## config.mk

```make
export PLATFORM = sky130hd
export DESIGN_NAME = pulse_rate_monitor
export DESIGN_NICKNAME = d
export VERILOG_FILES = /design/src/rtl/pulse_mon_pkg.sv /design/src/rtl/window_timer.sv /design/src/rtl/pulse_rate_monitor.sv
export SDC_FILE = /design/constraint.sdc
export NUM_CORES = 1
export LEC_CHECK = 0
export CORE_ASPECT_RATIO = 0.6
export CORE_MARGIN = 2
export CORE_UTILIZATION = 25
export DETAILED_ROUTE_END_ITERATION = 12
export SETUP_SLACK_MARGIN = 0.1
export SLEW_MARGIN = 20
export SYNTH_ARGS = -nofsm -noshare
export SYNTH_HDL_FRONTEND = slang
export SYNTH_SLANG_ARGS = --single-unit
```

## constraint.sdc

```tcl
create_clock -name clk -period 1.7 [get_ports clk]
set_input_delay 0.34 -clock clk [delete_from_list [all_inputs] [get_ports clk]]
set_output_delay 0.34 -clock clk [all_outputs]
set_load 0.01 [all_outputs]
```

## src/rtl/pulse_mon_pkg.sv

```systemverilog
// Shared types and helpers for the pulse rate monitor.
package pulse_mon_pkg;

  typedef enum logic {
    IDLE = 1'b0,
    RUN  = 1'b1
  } mon_state_e;

  // Window counter width; windows shorter than two cycles are not meaningful.
  function automatic int calc_win_w(input int cycles);
    return (cycles < 2) ? 1 : $clog2(cycles);
  endfunction

endpackage

```

## src/rtl/window_timer.sv

```systemverilog
// Free-running window counter; flags the last cycle of each window while run is high.
module window_timer #(
  parameter int WINDOW_CYCLES = 1000,
  parameter int WIN_W         = 10
) (
  input  logic clk,
  input  logic rst,
  input  logic run,
  output logic tick_last
);

  localparam logic [WIN_W-1:0] LAST = WIN_W'(WINDOW_CYCLES - 1);

  logic [WIN_W-1:0] win_cnt;

  always_ff @(posedge clk) begin
    if (rst || !run) begin
      win_cnt <= '0;
    end else if (win_cnt == LAST) begin
      win_cnt <= '0;
    end else begin
      win_cnt <= win_cnt + WIN_W'(1);
    end
  end

  assign tick_last = run && (win_cnt == LAST);

endmodule

```

## src/rtl/pulse_rate_monitor.sv

```systemverilog
// Counts detector pulses per fixed window and publishes one count/alarm report per
// window over valid/ready. States: IDLE | windows stopped, counters held at 0
//                                  RUN  | windows running back-to-back
module pulse_rate_monitor
  import pulse_mon_pkg::*;
#(
  parameter int WINDOW_CYCLES = 1000,
  parameter int CNT_W         = 8,
  parameter int THRESH        = 4
) (
  input  logic             clk,
  input  logic             rst,
  input  logic             enable,
  input  logic             pulse_in,
  output logic             rpt_valid,
  input  logic             rpt_ready,
  output logic [CNT_W-1:0] rpt_count,
  output logic             rpt_alarm,
  output logic             overrun
);

  localparam int               WIN_W    = calc_win_w(WINDOW_CYCLES);
  localparam logic [CNT_W-1:0] CNT_MAX  = '1;
  localparam logic [CNT_W-1:0] THRESH_C = CNT_W'(THRESH);

  mon_state_e       state_q, state_d;
  logic             running;
  logic             tick_last;
  logic             window_end;
  logic [CNT_W-1:0] evt_cnt;
  logic [CNT_W-1:0] evt_next;

  always_ff @(posedge clk) begin
    if (rst) begin
      state_q <= IDLE;
    end else begin
      state_q <= state_d;
    end
  end

  // Dropping enable leaves RUN immediately; that cycle already counts as stopped.
  always_comb begin
    state_d = state_q;
    running = 1'b0;
    case (state_q)
      IDLE: if (enable) state_d = RUN;
      RUN: begin
        if (!enable) begin
          state_d = IDLE;
        end else begin
          running = 1'b1;
        end
      end
      default: state_d = IDLE;
    endcase
  end

  window_timer #(
    .WINDOW_CYCLES(WINDOW_CYCLES),
    .WIN_W        (WIN_W)
  ) u_window_timer (
    .clk      (clk),
    .rst      (rst),
    .run      (running),
    .tick_last(tick_last)
  );

  assign window_end = running && tick_last;
  assign evt_next   = (pulse_in && (evt_cnt != CNT_MAX)) ? evt_cnt + CNT_W'(1) : evt_cnt;

  always_ff @(posedge clk) begin
    if (rst) begin
      evt_cnt   <= '0;
      rpt_valid <= 1'b0;
      rpt_count <= '0;
      rpt_alarm <= 1'b0;
      overrun   <= 1'b0;
    end else begin
      if (!running || window_end) begin
        evt_cnt <= '0;
      end else begin
        evt_cnt <= evt_next;
      end

      // A pulse on the terminal cycle still belongs to the ending window.
      if (window_end && (!rpt_valid || rpt_ready)) begin
        rpt_count <= evt_next;
        rpt_alarm <= (evt_next >= THRESH_C);
        rpt_valid <= 1'b1;
      end else begin
        if (window_end) overrun <= 1'b1;
        if (rpt_valid && rpt_ready) rpt_valid <= 1'b0;
      end
    end
  end

endmodule

```

==> impl_results.md, run 1 <==
- Post-Syn Area: between 1000 and 1500 um^2
- Register-to-register setup slack: around 0.14 ns
- PortBufs: 15
- Worst-path clk slew: approximately 0.060 ns
- Pre-Repair DR Iteration Count: 4
- Final Cycle Share: 93.2%
- Post-Layout Cell Count: 252
- Most numerous cell in the Yosys netlist: dfxtp_1
- Psw: 0.000259 W
- Commonest cells in the netlist: dfxtp_1, nor2_1, mux2i_1
- Clock Path Buffers: 2
- FF-to-FF End: rpt_alarm$_SDFFE_PP0P_
- H-Tree Depth: 2
- Largest net degree at the start of global routing: 13
- Max-slew violations: 0
- Synth Instances: 146
- RSZ-0062 raised after global routing: yes
- PwrDens: 692 nW/um^2
- Layout area overhead: 39.7%
- Register area share after synthesis: between 40 and 50%
- Slew headroom: 79.6%
- Row Count: 20
- Die Ht: 60.7 um
- Max Cap Viol: 0
- GRT Util Overall: around 11%
- Net Sw Frac: between 10% and 20%
- RR Startpoint: evt_cnt[0]$_SDFF_PP0_
- Layout cells sized above 1: 27.4%
- # DRC: 0
- Num CTS Buffers: 5
- Fin crit period: 1.59 ns
- Vias/cell: 4.46
- Sinks on Clock Net: 30
- PnR worst setup slack: 0.115 ns
- Dpl ws: -0.119 ns
- Fillers: 543
- Crit Path Category: in2reg
- Logic pwr share: 3.3%
- Average size of a mapped cell: 9.19 um^2
- Synth area leaders: dfxtp_1, nor2_1, mux2i_1
- Crit path DAT: 1.75 ns
- Tightest Pin Transition: 0.304 ns
- Area leader, netlist: dfxtp_1
- Mapped Nets: approximately 150
- Final #Nets: between 150 and 200
- Clock skew: 0.00462 ns
- Clock power share: 42.2%
- Placed Instances: 244
- Hold Worst Slack: 0.491 ns
- Die footprint: 5990 um^2
- Vias: about 1100
- Cell Int Power: 0.00104 W
- I/O Pins: 16
- LEAKAGE: 0.661 nW
- Die width: 98.6 um
- Routability cong.: 0.894
- DRT antenna net count: 0
- Final instance area: 1870 um^2
- N_diodes: 0
- Yosys warnings: 0
- Origin of the worst setup path: pulse_in
- Post-synth top area share: 44.8%
- Worst-path maximum fanout: 5
- Setup crit end kind: register
- Initial DRC count: between 90 and 100
- Post-synth cell types: 36
- Area after DPL: 1730 um^2
- HPWL after DPL: 2180 um
- Final setup vio count: 0
- Worst VDD drop: 0.000326 V
- Worst-skew pair later-pin latency: 0.28 ns
- Yosys reg bits: 30
- Worst reg-to-reg path cell count: 7
- Final hold violations: 0
- Worst hold path class: reg2reg
- Status: finished clean
- Reg power frac: 54.5%
- Post-synth EDFFs: 0
- GR Overflow Total: 0
- Type of origin of the critical path: input pin
- Initial antenna violation count: 0
- Total power: 0.00130 W
- Required time worst endpoint: 1.86 ns
- Ys flop type: dfxtp_1
- Core Box Area: between 5000 and 6000 um^2
- DRT Wirelength: 3000 um
- TritonCTS clock tree: done
- Initial Util: a little over a quarter
- CP endpoint: rpt_alarm$_SDFFE_PP0P_
- Wire per inst: 11.9 um
- First-pass GRT wire length: between 4000 and 5000 um
- Async SR Flop Fraction: 0%
- Fmax: 631 MHz
- Vias in the first global route: 1085
- Root buf cell: clkbuf_8
## registers in the layout (all words and copies together) (netlist names)
| register | count |
|---|---|
| rpt_valid | 1 |
| u_window_timer.win_cnt | 10 |
| overrun | 1 |
| evt_cnt | 8 |
| rpt_alarm | 1 |
| state_q | 1 |
| rpt_count | 8 |
## cell families (layout without fill, tap and decap cells)
kind of cell	count (synthesis)	count (layout)	synth area share, %
AO/OA/AOI/OAI	25	25	12.2
adder cells (fa/ha/maj)	2	2	1.87
flip-flops	30	30	44.8
AND/OR/NAND/NOR	65	65	27.1
buffers and inverters	9	49	3.36
multiplexers	9	9	6.81
XOR/XNOR	6	6	3.92
## repair_timing
item                                    CTS  global route
buffers inserted                          0             2
hold buffers                              0             0
resized for setup                         2            12
gates cloned                              0             0
endpoints found under the setup margin    2            12
pin swaps                                 1             0
## power groups by stage
stage          clock [W]  sequential (W)  combinational [W]
6_report        0.000547        0.000707          0.0000428
3_5_place_dp           0        0.000723          0.0000399
5_1_grt         0.000600        0.000706          0.0000460
2_1_floorplan          0        0.000723          0.0000145
3_3_place_gp           0        0.000723          0.0000397
4_1_cts         0.000565        0.000708          0.0000401
## worst min path at each step
stage | end | from | slack (ns) | cells past startpoint
final | u_window_timer.win_cnt[9]$_SDFF_PP0_ | u_window_timer.win_cnt[9]$_SDFF_PP0_ | 0.49 | 2
after CTS | u_window_timer.win_cnt[0]$_SDFF_PP0_ | u_window_timer.win_cnt[0]$_SDFF_PP0_ | 0.44 | 1
after global routing | rpt_count[5]$_SDFFE_PP0P_ | rpt_count[5]$_SDFFE_PP0P_ | 0.52 | 2
after floorplan | rpt_count[4]$_SDFFE_PP0P_ | rst | 0.41 | 1
after global placement | u_window_timer.win_cnt[0]$_SDFF_PP0_ | u_window_timer.win_cnt[0]$_SDFF_PP0_ | 0.43 | 1
after detailed placement | u_window_timer.win_cnt[0]$_SDFF_PP0_ | u_window_timer.win_cnt[0]$_SDFF_PP0_ | 0.43 | 1
## through the flow
stage,util (%),TNS (ns)
after floorplan,-,0
after global placement,33.8,-0.307
after detailed placement,33.8,-0.482
after CTS,35.6,0
after global routing,36.7,0
final,36.7,0
## cell usage in the layout (no fill, tap or decap), types with 2 or more instances in the layout
cell,Yosys,layout
and3_1,4,4
mux2i_1,8,7
nand2b_1,3,3
nand4_1,3,3
nand3_1,5,5
or3_1,5,5
clkdlybuf4s50_1,0,15
xor2_1,4,4
clkbuf_8,0,6
dfxtp_2,0,4
a31oi_1,5,5
inv_1,3,3
and2_1,2,2
xnor2_1,2,2
and4_1,2,2
nor2_1,23,21
nor2b_1,6,6
a21oi_1,7,6
buf_4,0,23
nand2_1,7,7
dfxtp_1,30,25
nor2_2,0,2
buf_6,1,2
o21ai_0,5,5
ha_4,0,2
a211oi_2,2,3
## critical path: stages
cell	delay [ns]
clkdlybuf4s50_1	0.45
and4_1	0.22
buf_4	0.16
or3_1	0.33
a21oi_2	0.16
a31oi_1	0.09
## layout make-up
cell class	instances	area [um^2]	share of cell area [%]
multi-input cells	107	743	39.7
flip-flops and latches	30	609	32.5
clock buffers	6	82.6	4.41
well taps	66	82.6	4.41
inverters	3	11.3	0.601
repair buffers	40	345	18.4
## per-layer routing
layer / wire length, um / share of wire, % / global-route usage [%]
met1: 1640 / 55 / 14.8
met2: 1110 / 37 / 14.8
met3: 200 / 6.7 / 4.49
met4: 48 / 1.6 / 5.87
met5: 0 / 0 / 0
Note: power is estimated with default switching activity, not from simulation.
==> inputs of run 2 (changes only) <==
--- a/config.mk
+++ b/config.mk
@@ -7,8 +7,9 @@
 export LEC_CHECK = 0
 export CORE_ASPECT_RATIO = 0.6
 export CORE_MARGIN = 2
-export CORE_UTILIZATION = 25
+export CORE_UTILIZATION = 30
 export DETAILED_ROUTE_END_ITERATION = 12
+export DONT_BUFFER_PORTS = 1
 export SETUP_SLACK_MARGIN = 0.1
 export SLEW_MARGIN = 20
 export SYNTH_ARGS = -nofsm -noshare
==> impl_results.md, run 2 (synthesized netlist as in run 1, its figures left out) <==
- Status: finished clean
- Fillers: 424 (-22%)
- Num CTS Buffers: 5 (unchanged)
- Worst-path maximum fanout: 10 (+5)
- Tightest Pin Transition: 0.374 ns (+0.0695 ns)
- Top reg by flops: u_window_timer.win_cnt
- Largest net degree at the start of global routing: 19 (+6)
- Vias/cell: 4.84 (+8.5%)
- Core Box Area: 4210 um^2 (-18%)
- Hold Worst Slack: 0.112 ns (-0.379 ns)
- First-pass GRT wire length: 4710 um (-5.0%)
- Vias in the first global route: 944 (-13%)
- Worst-path cell chain: ha_4 > nand4b_1 > nor3_2 > nor3b_4 > buf_12 > mux2i_1 > nor2b_4
- Slowest-stage cell, CP: dfxtp_2
- Die width: 90.3 um (-8.4%)
- Max FFs per register: 10 (unchanged)
- Worst-path clk slew: 0.07 ns (about the same)
- Hold Path Depth: 1 (-1)
- Wire per inst: 13.1 um (+9.9%)
- PwrDens: 980 nW/um^2 (+42%)
- Layout area overhead: 23.1%
- Final hold violations: 0 (unchanged)
- Final Cycle Share: 93.2% (about the same)
- I/O Pins: 16 (unchanged)
- Worst hold path class: in2reg
- GRT Util Overall: 12.0% (+1.1 points)
- Clock skew: 0.00717 ns (+0.00254 ns)
- N_diodes: 0 (unchanged)
- Die Ht: 55.8 um (-8.1%)
- Final instance area: 1650 um^2 (-12%)
- Max-slew violations: 0 (unchanged)
- Largest registers: u_window_timer.win_cnt x10, evt_cnt x8, rpt_count x8
- Register-to-register setup slack: 0.12 ns (-0.02 ns)
- Vias: 1036 (-7.8%)
- Area after DPL: 1440 um^2 (-17%)
- Initial DRC count: 94 (-5.1%)
- Multi-input gate area: 749 um^2 (+0.84%)
- Leading cell types in the layout, fill and taps excluded: nor2_1, dfxtp_1, dfxtp_2
- Final setup vio count: 0 (unchanged)
- Layout cells sized above 1: 25.3% (-2.1 points)
- Clock Path Buffers: 2 (unchanged)
- Commonest non-fill, non-tap cell in the layout: nor2_1
- CP max stage delay: 0.35 ns (-0.10 ns)
- Required time worst endpoint: 1.92 ns (+0.06 ns)
- GR Overflow Total: 0 (unchanged)
- Row Count: 18 (-10%)
- # DRC: 0 (unchanged)
- Sinks on Clock Net: 30 (unchanged)
- Worst VDD drop: 0.000540 V (+66%)
- Crit path DAT: 1.81 ns (+0.06 ns)
- Routability cong.: 0.700 (-22%)
- Initial Util: 31.8% (+5.6 points)
- Seq. cell area: 612 um^2 (+0.41%)
- Crit Path Category: reg2reg
- Pre-Repair DR Iteration Count: 4 (unchanged)
- DRT antenna net count: 0 (unchanged)
- Type of origin of the critical path: register
- Max Cap Viol: 0 (unchanged)
- Die footprint: 5040 um^2 (-16%)
- HPWL after DPL: 2020 um (-7.4%)
- LEAKAGE: 0.540 nW (-18%)
- Initial antenna violation count: 0 (unchanged)
- DRT Wirelength: 2800 um (-6.7%)
- Root buf cell: clkbuf_8
- RSZ-0062 raised after global routing: yes
- Worst reg-to-reg path cell count: 7 (unchanged)
- Setup crit end kind: register
- Worst-skew pair later-pin latency: 0.28 ns (about the same)
- Final #Nets: 160 (-18%)
- Fin crit period: 1.58 ns (-0.000863 ns)
- CTS Hold Bufs: 0 (unchanged)
- H-Tree Depth: 2 (unchanged)
- TritonCTS clock tree: done
- Fmax: 631 MHz (about the same)
- PortBufs: 0 (-15)
- Slew headroom: 75.0% (-4.7 points)
[run 2: cell count changes in the layout (fill, tap and decap cells not counted), sizes merged]
cell / delta
buf: -19
bufinv: +2
clkdlybuf4s50: -15
[run 2: worst paths after layout]
path                                              from                                    to
hold / removal                                     rst             rpt_count[0]$_SDFFE_PP0P_
setup / recovery  u_window_timer.win_cnt[0]$_SDFF_PP0_             rpt_count[6]$_SDFFE_PP0P_
setup reg to reg  u_window_timer.win_cnt[0]$_SDFF_PP0_             rpt_count[6]$_SDFFE_PP0P_
hold reg to reg   u_window_timer.win_cnt[0]$_SDFF_PP0_  u_window_timer.win_cnt[0]$_SDFF_PP0_
[run 2: stage by stage]
| step | power, W | std cells | worst slack [ns] | TNS (ns) | util, % |
|---|---|---|---|---|---|
| after CTS | 0.00164 | 213 | 0.106 | 0 | 38.5 |
| after floorplan | 0.000737 | 146 | 0.0844 | 0 | - |
| after global routing | 0.00168 | 214 | -0.00925 | -0.00925 | 39.2 |
| final | 0.00162 | 214 | 0.116 | 0 | 39.2 |
| after global placement | 0.000736 | 204 | -0.0225 | -0.0225 | 34.2 |
| after detailed placement | 0.000737 | 204 | -0.0312 | -0.0312 | 34.2 |
[run 2: where the power goes]
| group | switching, W | internal, W |
|---|---|---|
| sequential | 0.00000223 | 0.000705 |
| combinational | 0.00000910 | 0.00000746 |
| clock | 0.000270 | 0.000625 |
| total | 0.000282 | 0.00134 |
[run 2: area by class of cell]
cell class | count | share of cell area (%)
clock buffer | 6 | 5.00
multi-input combinational | 107 | 45.4
tap | 60 | 4.55
sequential | 30 | 37.0
inverter | 3 | 0.682
clock inverter | 2 | 3.64
timing repair buffer | 6 | 3.71
[run 2: timing repair]
item	CTS	global route
gates resized for setup	10	8
buffers inserted	1	1
endpoints found under the setup margin	7	13
hold endpoints to repair	0	0
pin swaps	1	1
[run 2: metal layers]
metal  up-vias  GRT usage, %  routed length, um
met3         5          4.74                151
li1        528             -                  -
met1       483          16.2               1450
met2        20          16.4               1150
met4         0          5.93                 39
met5         -             0                  0
[run 2: critical path, delay by kind of cell (launching register included)]
kind / cells / cell delay [ns]
AND/OR/NAND/NOR: 4 / 0.67
flip-flops: 1 / 0.35
multiplexers: 1 / 0.19
buffers and inverters: 1 / 0.16
adder cells (fa/ha/maj): 1 / 0.15
